==> config.mk <==
export PLATFORM = sky130hd
export DESIGN_NAME = baud_frame_timer
export DESIGN_NICKNAME = d
export VERILOG_FILES = /design/src/rtl/baud_frame_timer.sv
export SDC_FILE = /design/constraint.sdc
export NUM_CORES = 1
export LEC_CHECK = 0
export BUFFER_PORTS_ARGS = -buffer_cell sky130_fd_sc_hd__buf_2
export CAP_MARGIN = 20
export CORE_MARGIN = 4
export CORE_UTILIZATION = 61
export CTS_BUF_LIST = sky130_fd_sc_hd__clkbuf_8
export CTS_CLUSTER_SIZE = 12
export DETAILED_ROUTE_END_ITERATION = 8
export PLACE_DENSITY = 0.83
export SYNTH_ARGS = -nofsm -noshare
export SYNTH_HDL_FRONTEND = slang
export SYNTH_SLANG_ARGS = --single-unit
==> constraint.sdc <==
create_clock -name sysclk -period 4.15 [get_ports sysclk]
set_clock_uncertainty 0.05 [all_clocks]
set_input_delay 0.2075 -clock sysclk [delete_from_list [all_inputs] [get_ports sysclk]]
set_output_delay 0.2075 -clock sysclk [all_outputs]
set_load 0.02 [all_outputs]
==> src/rtl/baud_frame_timer.sv <==
// baud_frame_timer: times one serial frame of 7..12 bits from a runtime
// divisor. Emits a one-cycle bit_tick per bit, at bit boundaries in TX mode
// and at bit centres in RX mode. Supports pause via enable, abort, and
// rejection of an out-of-range divisor.
//
// state | meaning
// ------+---------------------------------------------------------------
// IDLE  | waiting for an accepted trigger; counters cleared
// RUN   | frame in progress; phase counts cycles within a bit
module baud_frame_timer #(
    parameter int DIV_W = 16,
    parameter int IDX_W = 4
) (
    input  logic             sysclk,
    input  logic             reset,
    input  logic             trigger,
    input  logic             enable,
    input  logic             abort,
    input  logic             rx_mode,
    input  logic [DIV_W-1:0] div,
    input  logic [1:0]       data_bits,
    input  logic             parity_en,
    input  logic             stop2,
    output logic             bit_tick,
    output logic [IDX_W-1:0] bit_idx,
    output logic             busy,
    output logic             finish,
    output logic             cfg_err
);

    typedef enum logic {
        S_IDLE = 1'b0,
        S_RUN  = 1'b1
    } state_t;

    localparam logic [DIV_W-1:0] DIV_ONE = DIV_W'(1);
    localparam logic [DIV_W-1:0] DIV_MIN = DIV_W'(2);
    localparam logic [IDX_W-1:0] IDX_ONE = IDX_W'(1);
    // start + 5 data + stop, minus one: the last index of the shortest frame
    localparam logic [IDX_W-1:0] IDX_BASE = IDX_W'(6);

    state_t           state_q, state_d;
    logic [DIV_W-1:0] div_l_q, div_l_d;
    logic [DIV_W-1:0] phase_q, phase_d;
    logic [IDX_W-1:0] bit_cnt_q, bit_cnt_d;
    logic [IDX_W-1:0] last_idx_q, last_idx_d;
    logic [IDX_W-1:0] bit_idx_q, bit_idx_d;
    logic             tick_q, tick_d;
    logic             finish_q, finish_d;
    logic             cfg_err_q, cfg_err_d;

    logic             start_req;
    logic             div_ok;
    logic             phase_wrap;
    logic [IDX_W-1:0] frame_last;

    assign start_req  = trigger && enable;
    assign div_ok     = (div >= DIV_MIN);
    assign phase_wrap = (phase_q == (div_l_q - DIV_ONE));
    // Frame fields are folded into the last bit index once, at accept time
    assign frame_last = IDX_BASE + IDX_W'(data_bits) + IDX_W'(parity_en)
                        + IDX_W'(stop2);

    // Next-state, counter and output-pulse logic
    always_comb begin
        state_d    = state_q;
        div_l_d    = div_l_q;
        phase_d    = phase_q;
        bit_cnt_d  = bit_cnt_q;
        last_idx_d = last_idx_q;
        bit_idx_d  = '0;
        tick_d     = 1'b0;
        finish_d   = 1'b0;
        cfg_err_d  = 1'b0;

        case (state_q)
            S_IDLE: begin
                if (start_req) begin
                    if (div_ok) begin
                        state_d    = S_RUN;
                        div_l_d    = div;
                        bit_cnt_d  = '0;
                        last_idx_d = frame_last;
                        // RX starts half a bit in so ticks land mid-bit
                        phase_d    = rx_mode ? (div >> 1) : '0;
                    end else begin
                        cfg_err_d = 1'b1;
                    end
                end
            end
            S_RUN: begin
                if (abort) begin
                    state_d   = S_IDLE;
                    phase_d   = '0;
                    bit_cnt_d = '0;
                end else if (enable) begin
                    if (phase_wrap) begin
                        phase_d   = '0;
                        tick_d    = 1'b1;
                        bit_idx_d = bit_cnt_q;
                        bit_cnt_d = bit_cnt_q + IDX_ONE;
                        if (bit_cnt_q == last_idx_q) begin
                            finish_d  = 1'b1;
                            state_d   = S_IDLE;
                            bit_cnt_d = '0;
                        end
                    end else begin
                        phase_d = phase_q + DIV_ONE;
                    end
                end
            end
            default: begin
                state_d   = S_IDLE;
                phase_d   = '0;
                bit_cnt_d = '0;
            end
        endcase
    end

    // State, counters and registered output pulses
    always_ff @(posedge sysclk or posedge reset) begin
        if (reset) begin
            state_q    <= S_IDLE;
            div_l_q    <= '0;
            phase_q    <= '0;
            bit_cnt_q  <= '0;
            last_idx_q <= '0;
            bit_idx_q  <= '0;
            tick_q     <= 1'b0;
            finish_q   <= 1'b0;
            cfg_err_q  <= 1'b0;
        end else begin
            state_q    <= state_d;
            div_l_q    <= div_l_d;
            phase_q    <= phase_d;
            bit_cnt_q  <= bit_cnt_d;
            last_idx_q <= last_idx_d;
            bit_idx_q  <= bit_idx_d;
            tick_q     <= tick_d;
            finish_q   <= finish_d;
            cfg_err_q  <= cfg_err_d;
        end
    end

    assign bit_tick = tick_q;
    assign bit_idx  = bit_idx_q;
    assign busy     = (state_q == S_RUN);
    assign finish   = finish_q;
    assign cfg_err  = cfg_err_q;

endmodule

==> flow_summary.ini, run 1 <==
[setup_path]
worstPathRequired_ps = 4340
endpoint_kind = register
worstSetupPathType = reg2reg
cpPeakStageDelay_ps = 460
slowest_stage = or4b_1
worstPathCellList = inv_1 > ha_1 > or4b_1 > a2111oi_0 > o311ai_1 > and4bb_1 > o2111ai_4 > nor4_1 > a2bb2oi_1
cp_max_fo = 28
worstPathArrival_ps = 3600
start_kind = register

[power_and_ir_drop]
pwr-share-seq_pct = 48.8
clock_power_share_pct = 19.9
p_comb_share_pct = 31.3
switching_share_pct = 38.1
p_per_area_mw_per_mm2 = 398
switching_power_uw = 527
p_leak_nw = 1.45
ir_drop_mv = 0.218
p_int_uw = 857

[drt]
drt.antenna.violating_nets = 0
drc = 0
drt-initial-drc-count = 283
drt-vias-per-instance = 6.56
wire_per_inst_um = 17.9
num_vias = 2860
firstDrtPassIters = 5
drt_wl_total_mm = 7.79

[yosys]
seq_area_frac_synth_pct = 37.4
mappedNetlistNets = 379
ys_ff_latch = 48
synth_compound_area_share_pct = 16.3
synthFlopType = dfrtp_1
yosysWarningCount = 0
synth_top_family_by_area = simple AND/OR/NAND/NOR gates
synth_xor_area_share_pct = 6.15
synthArstFlopShare_pct = 100
yosys.area_share.adder_pct = 2.18
synth-simple-area-share_pct = 24.7
synthCells = 348
syn_area_per_cell_sq_um = 9.24
synthMuxAreaShare_pct = 7.00
synthesis.area_sq_mm = 0.00322
synth_edf_count = 0
synth.distinct_cells = 65

[sta]
fin_tns_setup_ps = 0
rsz0062_at_grt = no
fin_ws_ps = 739
slew-limit-headroom_pct = 25.4
fin_crit_sh_pct = 82.2
maxSlewViolCount = 0
tightest_slew_ps = 1120
finalCriticalPeriod_ps = 3410
setup_viol = 0
hold_violations = 0
fmax_mhz = 293

[clock_network]
clock_latency_ps = 310
clock-sinks = 48
cts_resized = 0
cts_max_level = 2
clkTransAtPathRegs_ps = 90
post-cts-setup-buffers = 0
cts_root_buffer = clkbuf_8
cts_tree = built
numCtsBuffers = 5
ctsHoldBuffers = 0
cts_buffer_depth = 2

[global_routing]
grtUsageTotal_pct = 25.7
grt_max_degree = 49
grt_pass1_vias = 2584
antenna_found_initial = 0
grt_pass1_wl_mm = 12.9
overflow = 0

[floorplanning]
rows = 26
initial_core_util_pct = 63.0
fp.dieH_um = 80.6
coreArea_sq_mm = 0.00511
die_w_um = 80.6
floorplan.die_area_sq_mm = 0.00650
pin_count = 34

[layout]
multi_input_area_sq_mm = 0.00181
layout-drive-gt1-share_pct = 20.5
num_antenna_cells = 0
regArea_sq_mm = 0.00120
final_nets = 397
area_delta_synth_final_pct = 8.09
fillers = 432

[hold_path]
min_path_type = in2reg

[placed_design]
gp_congestion = 0.873
hpwl_mm = 5.55
port_buffers = 33
place_ws_ps = 780

[run]
drv_cap = 0

[outcome]
outcome = complete, no violations
[registers in the layout, summed over array words and instances (netlist names)]
name,flops
bit_idx,4
busy,1
cfg_err,1
finish,1
bit_cnt_q,4
div_l_q,16
phase_q,16
bit_tick,1
last_idx_q,4
[layer usage]
layer / GRT usage (%) / share of wire, %
met1: 34.5 / 42
met2: 41.5 / 48
met3: 5.72 / 7.6
met4: 7.94 / 2.4
met5: 0 / 0
[final timing paths]
kind                          startpoint       endpoint  slack (ps)  cells past startpoint
setup / recovery              div_l_q[0]   bit_cnt_q[0]         740                      9
hold / removal                    div[0]     div_l_q[0]          80                      2
setup reg to reg              div_l_q[0]   bit_cnt_q[0]         740                      9
hold reg to reg            last_idx_q[3]  last_idx_q[3]         460                      2
max in group asynchronous          reset     div_l_q[5]        3230                      4
min in group asynchronous          reset    phase_q[15]         330                      3
[cell families (layout without fill, tap and decap cells)]
kind of cell               after synthesis  in the layout
AOI/OAI and AO/OA                       72             72
and+or+nand+nor                        135            135
muxes                                   20             20
buffers and inverters                   47             65
adders and majority gates                5              5
xor gates and xnor gates                21             21
DFF                                     48             48
[placed cells by master (no fill, tap or decap), types with 3 or more instances in the layout]
cell | synthesis | routed
xnor2_1 | 8 | 8
nor4b_1 | 4 | 4
nor2_1 | 15 | 15
nand4_1 | 5 | 5
and2_1 | 7 | 7
nor2b_1 | 4 | 4
nand4b_1 | 3 | 3
nand2_1 | 27 | 27
buf_4 | 1 | 3
nand3_1 | 15 | 15
buf_2 | 5 | 33
a21boi_0 | 3 | 3
o22ai_1 | 7 | 7
o21ai_0 | 11 | 11
xor2_1 | 12 | 12
o311ai_1 | 3 | 3
clkbuf_8 | 0 | 5
nor4_1 | 16 | 16
or3_1 | 4 | 4
nor3_1 | 8 | 8
dfrtp_1 | 48 | 48
mux2_2 | 20 | 20
inv_1 | 20 | 19
o32ai_1 | 3 | 3
a31oi_1 | 8 | 8
and3_1 | 5 | 5
or4_1 | 4 | 4
ha_1 | 4 | 4
a21oi_1 | 9 | 9
a32oi_1 | 8 | 8
[synth_stat cells (all sizes together), types with 5 or more instances]
library cell | number | share of area [%]
a21oi | 9 | 1.4
nor3 | 10 | 1.9
mux2 | 20 | 7.0
nand4 | 5 | 0.97
nand2 | 27 | 3.2
o22ai | 7 | 1.4
xnor2 | 8 | 2.2
a32oi | 8 | 2.2
and2 | 7 | 1.4
clkbuf | 18 | 2.1
and3 | 5 | 0.97
or4 | 5 | 1.3
buf | 9 | 1.8
xor2 | 12 | 3.3
nand3 | 16 | 2.6
nor4 | 18 | 4.2
nor2 | 15 | 1.8
o21ai | 13 | 2.0
dfrtp | 48 | 37
a31oi | 8 | 1.6
inv | 20 | 2.3
[power by group through the flow]
stage / Clock, mW / Combinational (mW) / Sequential (mW)
3_3_place_gp: 0 / 0.412 / 0.676
6_report: 0.275 / 0.434 / 0.675
5_1_grt: 0.298 / 0.484 / 0.691
3_5_place_dp: 0 / 0.424 / 0.681
4_1_cts: 0.283 / 0.428 / 0.672
2_1_floorplan: 0 / 0.394 / 0.611
[per-stage QoR]
stage          instances  total power, mW  hold WS [ps]  instance area [sq um]  util, %
3_3_place_gp         427             1.09           402                   3360     65.9
2_1_floorplan        348             1.00           308                   3220        -
5_1_grt              436             1.47          82.4                   3480     68.1
6_report             436             1.38          83.3                   3480     68.1
4_1_cts              434             1.38          81.3                   3450     67.5
3_5_place_dp         427             1.10           408                   3360     65.9
[worst max-delay path, delay by kind of cell, from the launching register on]
kind | cells | cell delay, ps
adder cells (fa/ha/maj) | 1 | 320
buffers and inverters | 1 | 100
flip-flops | 1 | 440
AND/OR/NAND/NOR | 3 | 1220
AO/OA/AOI/OAI | 4 | 1210
[area by class of cell]
class                           instances  share of cell area [%]
Multi-Input combinational cell        253                    52.2
Sequential cell                        48                    34.6
Timing Repair Buffer                   38                    6.26
Tap cell                               70                    2.52
Inverter                               20                    2.16
Clock buffer                            5                    1.98
Clock inverter                          2                   0.360
Note: power is estimated with default switching activity, not from simulation.
==> inputs of run 2 (changes only) <==
==> constraint.sdc (replaced) <==
create_clock -name sysclk -period 3.2 [get_ports sysclk]
set_clock_uncertainty 0.05 [all_clocks]
set_input_delay 0.16 -clock sysclk [delete_from_list [all_inputs] [get_ports sysclk]]
set_output_delay 0.16 -clock sysclk [all_outputs]
set_load 0.02 [all_outputs]
==> flow_summary.ini, run 2 (synthesis gave the netlist of run 1 again) <==
[placed_design]
port_buffers = 33
place_ws_ps = -14.9
hpwl_mm = 5.59
gp_congestion = 0.942

[clock_network]
cts_max_level = 2
cts_tree = built
clkTransAtPathRegs_ps = 100
clock_latency_ps = 310
cts_buffer_depth = 2
clock-sinks = 48
numCtsBuffers = 5
cts_root_buffer = clkbuf_8

[floorplanning]
fp.dieH_um = 80.6
pin_count = 34
floorplan.die_area_sq_mm = 0.00650
coreArea_sq_mm = 0.00511
initial_core_util_pct = 63.0
rows = 26
die_w_um = 80.6

[power_and_ir_drop]
p_leak_nw = 1.54
p_per_area_mw_per_mm2 = 518
p_total_mw = 1.91
ir_drop_mv = 0.300

[sta]
slew-limit-headroom_pct = 44.0
fin_crit_sh_pct = 96.1
fin_ws_ps = 125
fmax_mhz = 325
setup_viol = 0
finalCriticalPeriod_ps = 3070
hold_violations = 0
maxSlewViolCount = 0
tightest_slew_ps = 838
hold_slack_ps = 38.4

[setup_path]
worstSetupPathType = reg2reg
cp_max_fo = 6
worstPathCellList = inv_1 > ha_4 > or4b_1 > a2111oi_2 > o311ai_1 > and4bb_2 > o2111ai_4 > nor4_1 > a2bb2oi_1
slowest_stage = or4b_1
worstPathRequired_ps = 3390
worstPathArrival_ps = 3270
start_kind = register
cpPeakStageDelay_ps = 480
endpoint_kind = register

[drt]
wire_per_inst_um = 18.3
drt.antenna.violating_nets = 0
drt-vias-per-instance = 6.39
firstDrtPassIters = 5
drt_wl_total_mm = 8.33
drc = 0
num_vias = 2902
drt-initial-drc-count = 280

[layout]
num_antenna_cells = 0
fillers = 388
largestRegisters = div_l_q (16), phase_q (16)
final_cell_mix = dfrtp_1 (47), buf_2 (33), nand2_1 (27), mux2_2 (20), inv_1 (18)
regArea_sq_mm = 0.00120
area_delta_synth_final_pct = 14.6
layout-drive-gt1-share_pct = 26.6
multi_input_area_sq_mm = 0.00187
final_nets = 414
final_common_cell = dfrtp_1

[global_routing]
grt_max_degree = 49
antenna_found_initial = 0
grt_pass1_wl_mm = 13.1
grt_pass1_vias = 2646
grtUsageTotal_pct = 26.1
overflow = 0

[hold_path]
min_path_type = in2reg

[run]
drv_cap = 0

[outcome]
outcome = complete, no violations
run 2: cell types whose count changed in the layout (fill, tap and decap cells not counted), sizes merged:
| cell | previous run | this run |
|---|---|---|
| clkinv | 1 | 0 |
| o2111ai | 1 | 2 |
| clkbuf | 5 | 6 |
| buf | 37 | 53 |
| clkinvlp | 1 | 2 |
run 2: layer usage:
layer	wire length, um	part of all wire [%]	vias up	track usage [%]
met5	0	0	-	0
met4	230	2.8	0	7.60
met3	505	6.1	24	4.48
met2	4090	49	113	42.9
met1	3500	42	1392	35.3
li1	-	-	1373	-
run 2: worst paths after layout:
kind,start,endpoint,slack [ps],cells past startpoint
worst max register to register,div_l_q[1],bit_cnt_q[0],130,9
worst max-delay path,div_l_q[1],bit_cnt_q[0],130,9
min in group asynchronous,reset,phase_q[15],350,3
worst min-delay path,div[0],div_l_q[0],40,2
max in group asynchronous,reset,phase_q[3],2230,4
worst min register to register,last_idx_q[3],last_idx_q[3],450,2
run 2: cell type report:
class / count / area share, %
Multi-Input combinational cell: 254 / 50.7
Sequential cell: 48 / 32.6
Timing Repair Buffer: 54 / 9.57
Tap cell: 70 / 2.38
Clock buffer: 6 / 2.24
Inverter: 20 / 2.04
Clock inverter: 2 / 0.407
run 2: worst max-delay path: cells and delay by family, from the launching register on:
family / cells / cell delay (ps)
buffers and inverters: 1 / 140
adder cells (fa/ha/maj): 1 / 180
AND/OR/NAND/NOR: 3 / 1280
flip-flops: 1 / 430
AO/OA/AOI/OAI: 4 / 930
run 2: timing repair:
| item | CTS | global route |
|---|---|---|
| resized for setup | 0 | 16 |
| hold buffers | 0 | 1 |
| setup endpoints to repair | 7 | 22 |
| pin swaps | 0 | 1 |
| hold endpoints to repair | 0 | 21 |
| gates cloned | 0 | 1 |
| setup buffers | 3 | 0 |
run 2: report_power, final:
group          switching, mW  internal (mW)
combinational          0.370          0.298
clock                  0.216          0.175
sequential             0.148          0.704
run 2: stage by stage:
stage                     setup TNS, ps  area, sq um  cells  util [%]
after detailed placement          -41.2         3460    440      67.8
after floorplan                       0         3220    348         -
after global placement                0         3460    440      67.8
final                                 0         3690    454      72.2
after CTS                             0         3580    451      70.1
after global routing               -330         3690    454      72.2
==> inputs of run 3 (changes only) <==
--- a/config.mk
+++ b/config.mk
@@ -8,11 +8,11 @@
 export BUFFER_PORTS_ARGS = -buffer_cell sky130_fd_sc_hd__buf_2
 export CAP_MARGIN = 20
 export CORE_MARGIN = 4
-export CORE_UTILIZATION = 61
+export CORE_UTILIZATION = 45
 export CTS_BUF_LIST = sky130_fd_sc_hd__clkbuf_8
 export CTS_CLUSTER_SIZE = 12
 export DETAILED_ROUTE_END_ITERATION = 8
-export PLACE_DENSITY = 0.83
+export PLACE_DENSITY = 0.65
 export SYNTH_ARGS = -nofsm -noshare
 export SYNTH_HDL_FRONTEND = slang
 export SYNTH_SLANG_ARGS = --single-unit
==> flow_summary.ini, run 3 (synthesis gave the netlist of run 1 again) <==
[outcome]
outcome = complete, no violations

[clock_network]
clkTransAtPathRegs_ps = 90
cts_tree = built
clock_latency_ps = 310
numCtsBuffers = 5
cts_root_buffer = clkbuf_8
clock-sinks = 48
cts_buffer_depth = 2
cts_max_level = 2

[setup_path]
worstPathArrival_ps = 3260
worstPathRequired_ps = 3390
timing.rr.end = bit_idx[2]
ff2ff_setup_slack_ps = 130
reg2reg_from = div_l_q[0]
endpoint_kind = register
startpoint = div_l_q[0]
start_kind = register
reg2regPathDepth = 9
cp_max_fo = 6
crit_end = bit_idx[2]
worstSetupPathType = reg2reg

[power_and_ir_drop]
ir_drop_mv = 0.251
p_leak_nw = 1.54
clock_power_share_pct = 21.1
pwr-share-seq_pct = 44.9
p_comb_share_pct = 34.0
p_per_area_mw_per_mm2 = 513
p_total_mw = 1.88
switching_power_uw = 712
switching_share_pct = 37.8
p_int_mw = 1.17

[drt]
drt.antenna.violating_nets = 0
drc = 0
drt-initial-drc-count = 207
drt_wl_total_mm = 8.25
drt-vias-per-instance = 6.04
num_vias = 2901
firstDrtPassIters = 5
wire_per_inst_um = 17.2

[floorplanning]
floorplan.die_area_sq_mm = 0.00856
rows = 30
pin_count = 34
initial_core_util_pct = 46.8
coreArea_sq_mm = 0.00687
die_w_um = 92.5
fp.dieH_um = 92.5

[layout]
final_cell_mix = dfrtp_1 (48), buf_2 (33), nand2_1 (27), mux2_2 (20), buf_4 (20)
area_delta_synth_final_pct = 14.1
largestRegisters = div_l_q (16), phase_q (16)
layout-drive-gt1-share_pct = 25.0
final_nets = 414
num_antenna_cells = 0
fin_util_pct = 53.4
final_common_cell = dfrtp_1

[sta]
fin_crit_sh_pct = 95.9
hold_violations = 0
slew-limit-headroom_pct = 45.6
fin_tns_setup_ps = 0
fmax_mhz = 326
finalCriticalPeriod_ps = 3070
tightest_slew_ps = 815
maxSlewViolCount = 0
fin_ws_ps = 130
setup_viol = 0

[hold_path]
min_path_type = in2reg

[global_routing]
antenna_found_initial = 0
grt_max_degree = 49
grt_pass1_wl_mm = 13.6
overflow = 0
grt_pass1_vias = 2618
grtUsageTotal_pct = 19.7

[placed_design]
port_buffers = 33
gp_congestion = 0.968
place_ws_ps = 4.75
hpwl_mm = 6.03

[run]
drv_cap = 0
run 3: worst max-delay path, stage by stage, from the launching register on:
cell and delay, ps:
dfrtp_1 440, inv_1 110, ha_1 250, or3b_1 480, o31a_1 310, or4_1 540
nor3_2 160, nand3_2 140, nor4_4 370, and2_1 170
run 3: routing by layer:
| metal | part of all wire [%] | routed length [um] | vias up | GRT usage (%) |
|---|---|---|---|---|
| met4 | 1.1 | 93 | 0 | 4.46 |
| met1 | 46 | 3810 | 1420 | 29.0 |
| li1 | - | - | 1364 | - |
| met3 | 5.5 | 451 | 13 | 2.11 |
| met5 | 0 | 0 | - | 0 |
| met2 | 47 | 3900 | 104 | 30.9 |
run 3: through the flow:
stage | hold slack [ps] | std cells | area [sq um]
CTS | 44.0 | 475 | 3600
detailed placement | 360 | 467 | 3500
global route | 52.4 | 480 | 3670
finish | 51.9 | 480 | 3670
floorplan | 261 | 348 | 3220
global placement | 361 | 467 | 3500
run 3: how the worst min path moves through the flow:
stage / start / endpoint / slack (ps) / cells past startpoint
6_report: div[0] / div_l_q[0] / 50 / 2
5_1_grt: div[0] / div_l_q[0] / 50 / 2
4_1_cts: div[0] / div_l_q[0] / 40 / 2
3_5_place_dp: div[0] / div_l_q[0] / 360 / 2
3_3_place_gp: div[0] / div_l_q[0] / 360 / 2
2_1_floorplan: div[12] / div_l_q[12] / 260 / 1
run 3: cell type report:
cell class | instances | area, sq um
Fill cell | 636 | 3200
Clock buffer | 6 | 82.6
Multi-Input combinational cell | 253 | 1830
Tap cell | 96 | 120
Timing Repair Buffer | 55 | 345
Inverter | 20 | 75.1
Sequential cell | 48 | 1200
Clock inverter | 2 | 15.0
run 3: what timing repair did:
item / 4_1_cts / 5_1_grt
hold endpoints to repair: 0 / 16
cloned: 0 / 0
resized for setup: 1 / 3
setup buffers: 0 / 3
endpoints found under the setup margin: 1 / 23
hold buffers: 0 / 1
run 3: power groups by stage:
stage | clock [mW] | combinational (mW) | sequential [mW]
floorplan | 0 | 0.511 | 0.792
global placement | 0 | 0.611 | 0.850
detailed placement | 0 | 0.626 | 0.854
CTS | 0.410 | 0.629 | 0.844
global route | 0.428 | 0.707 | 0.865
finish | 0.397 | 0.641 | 0.846
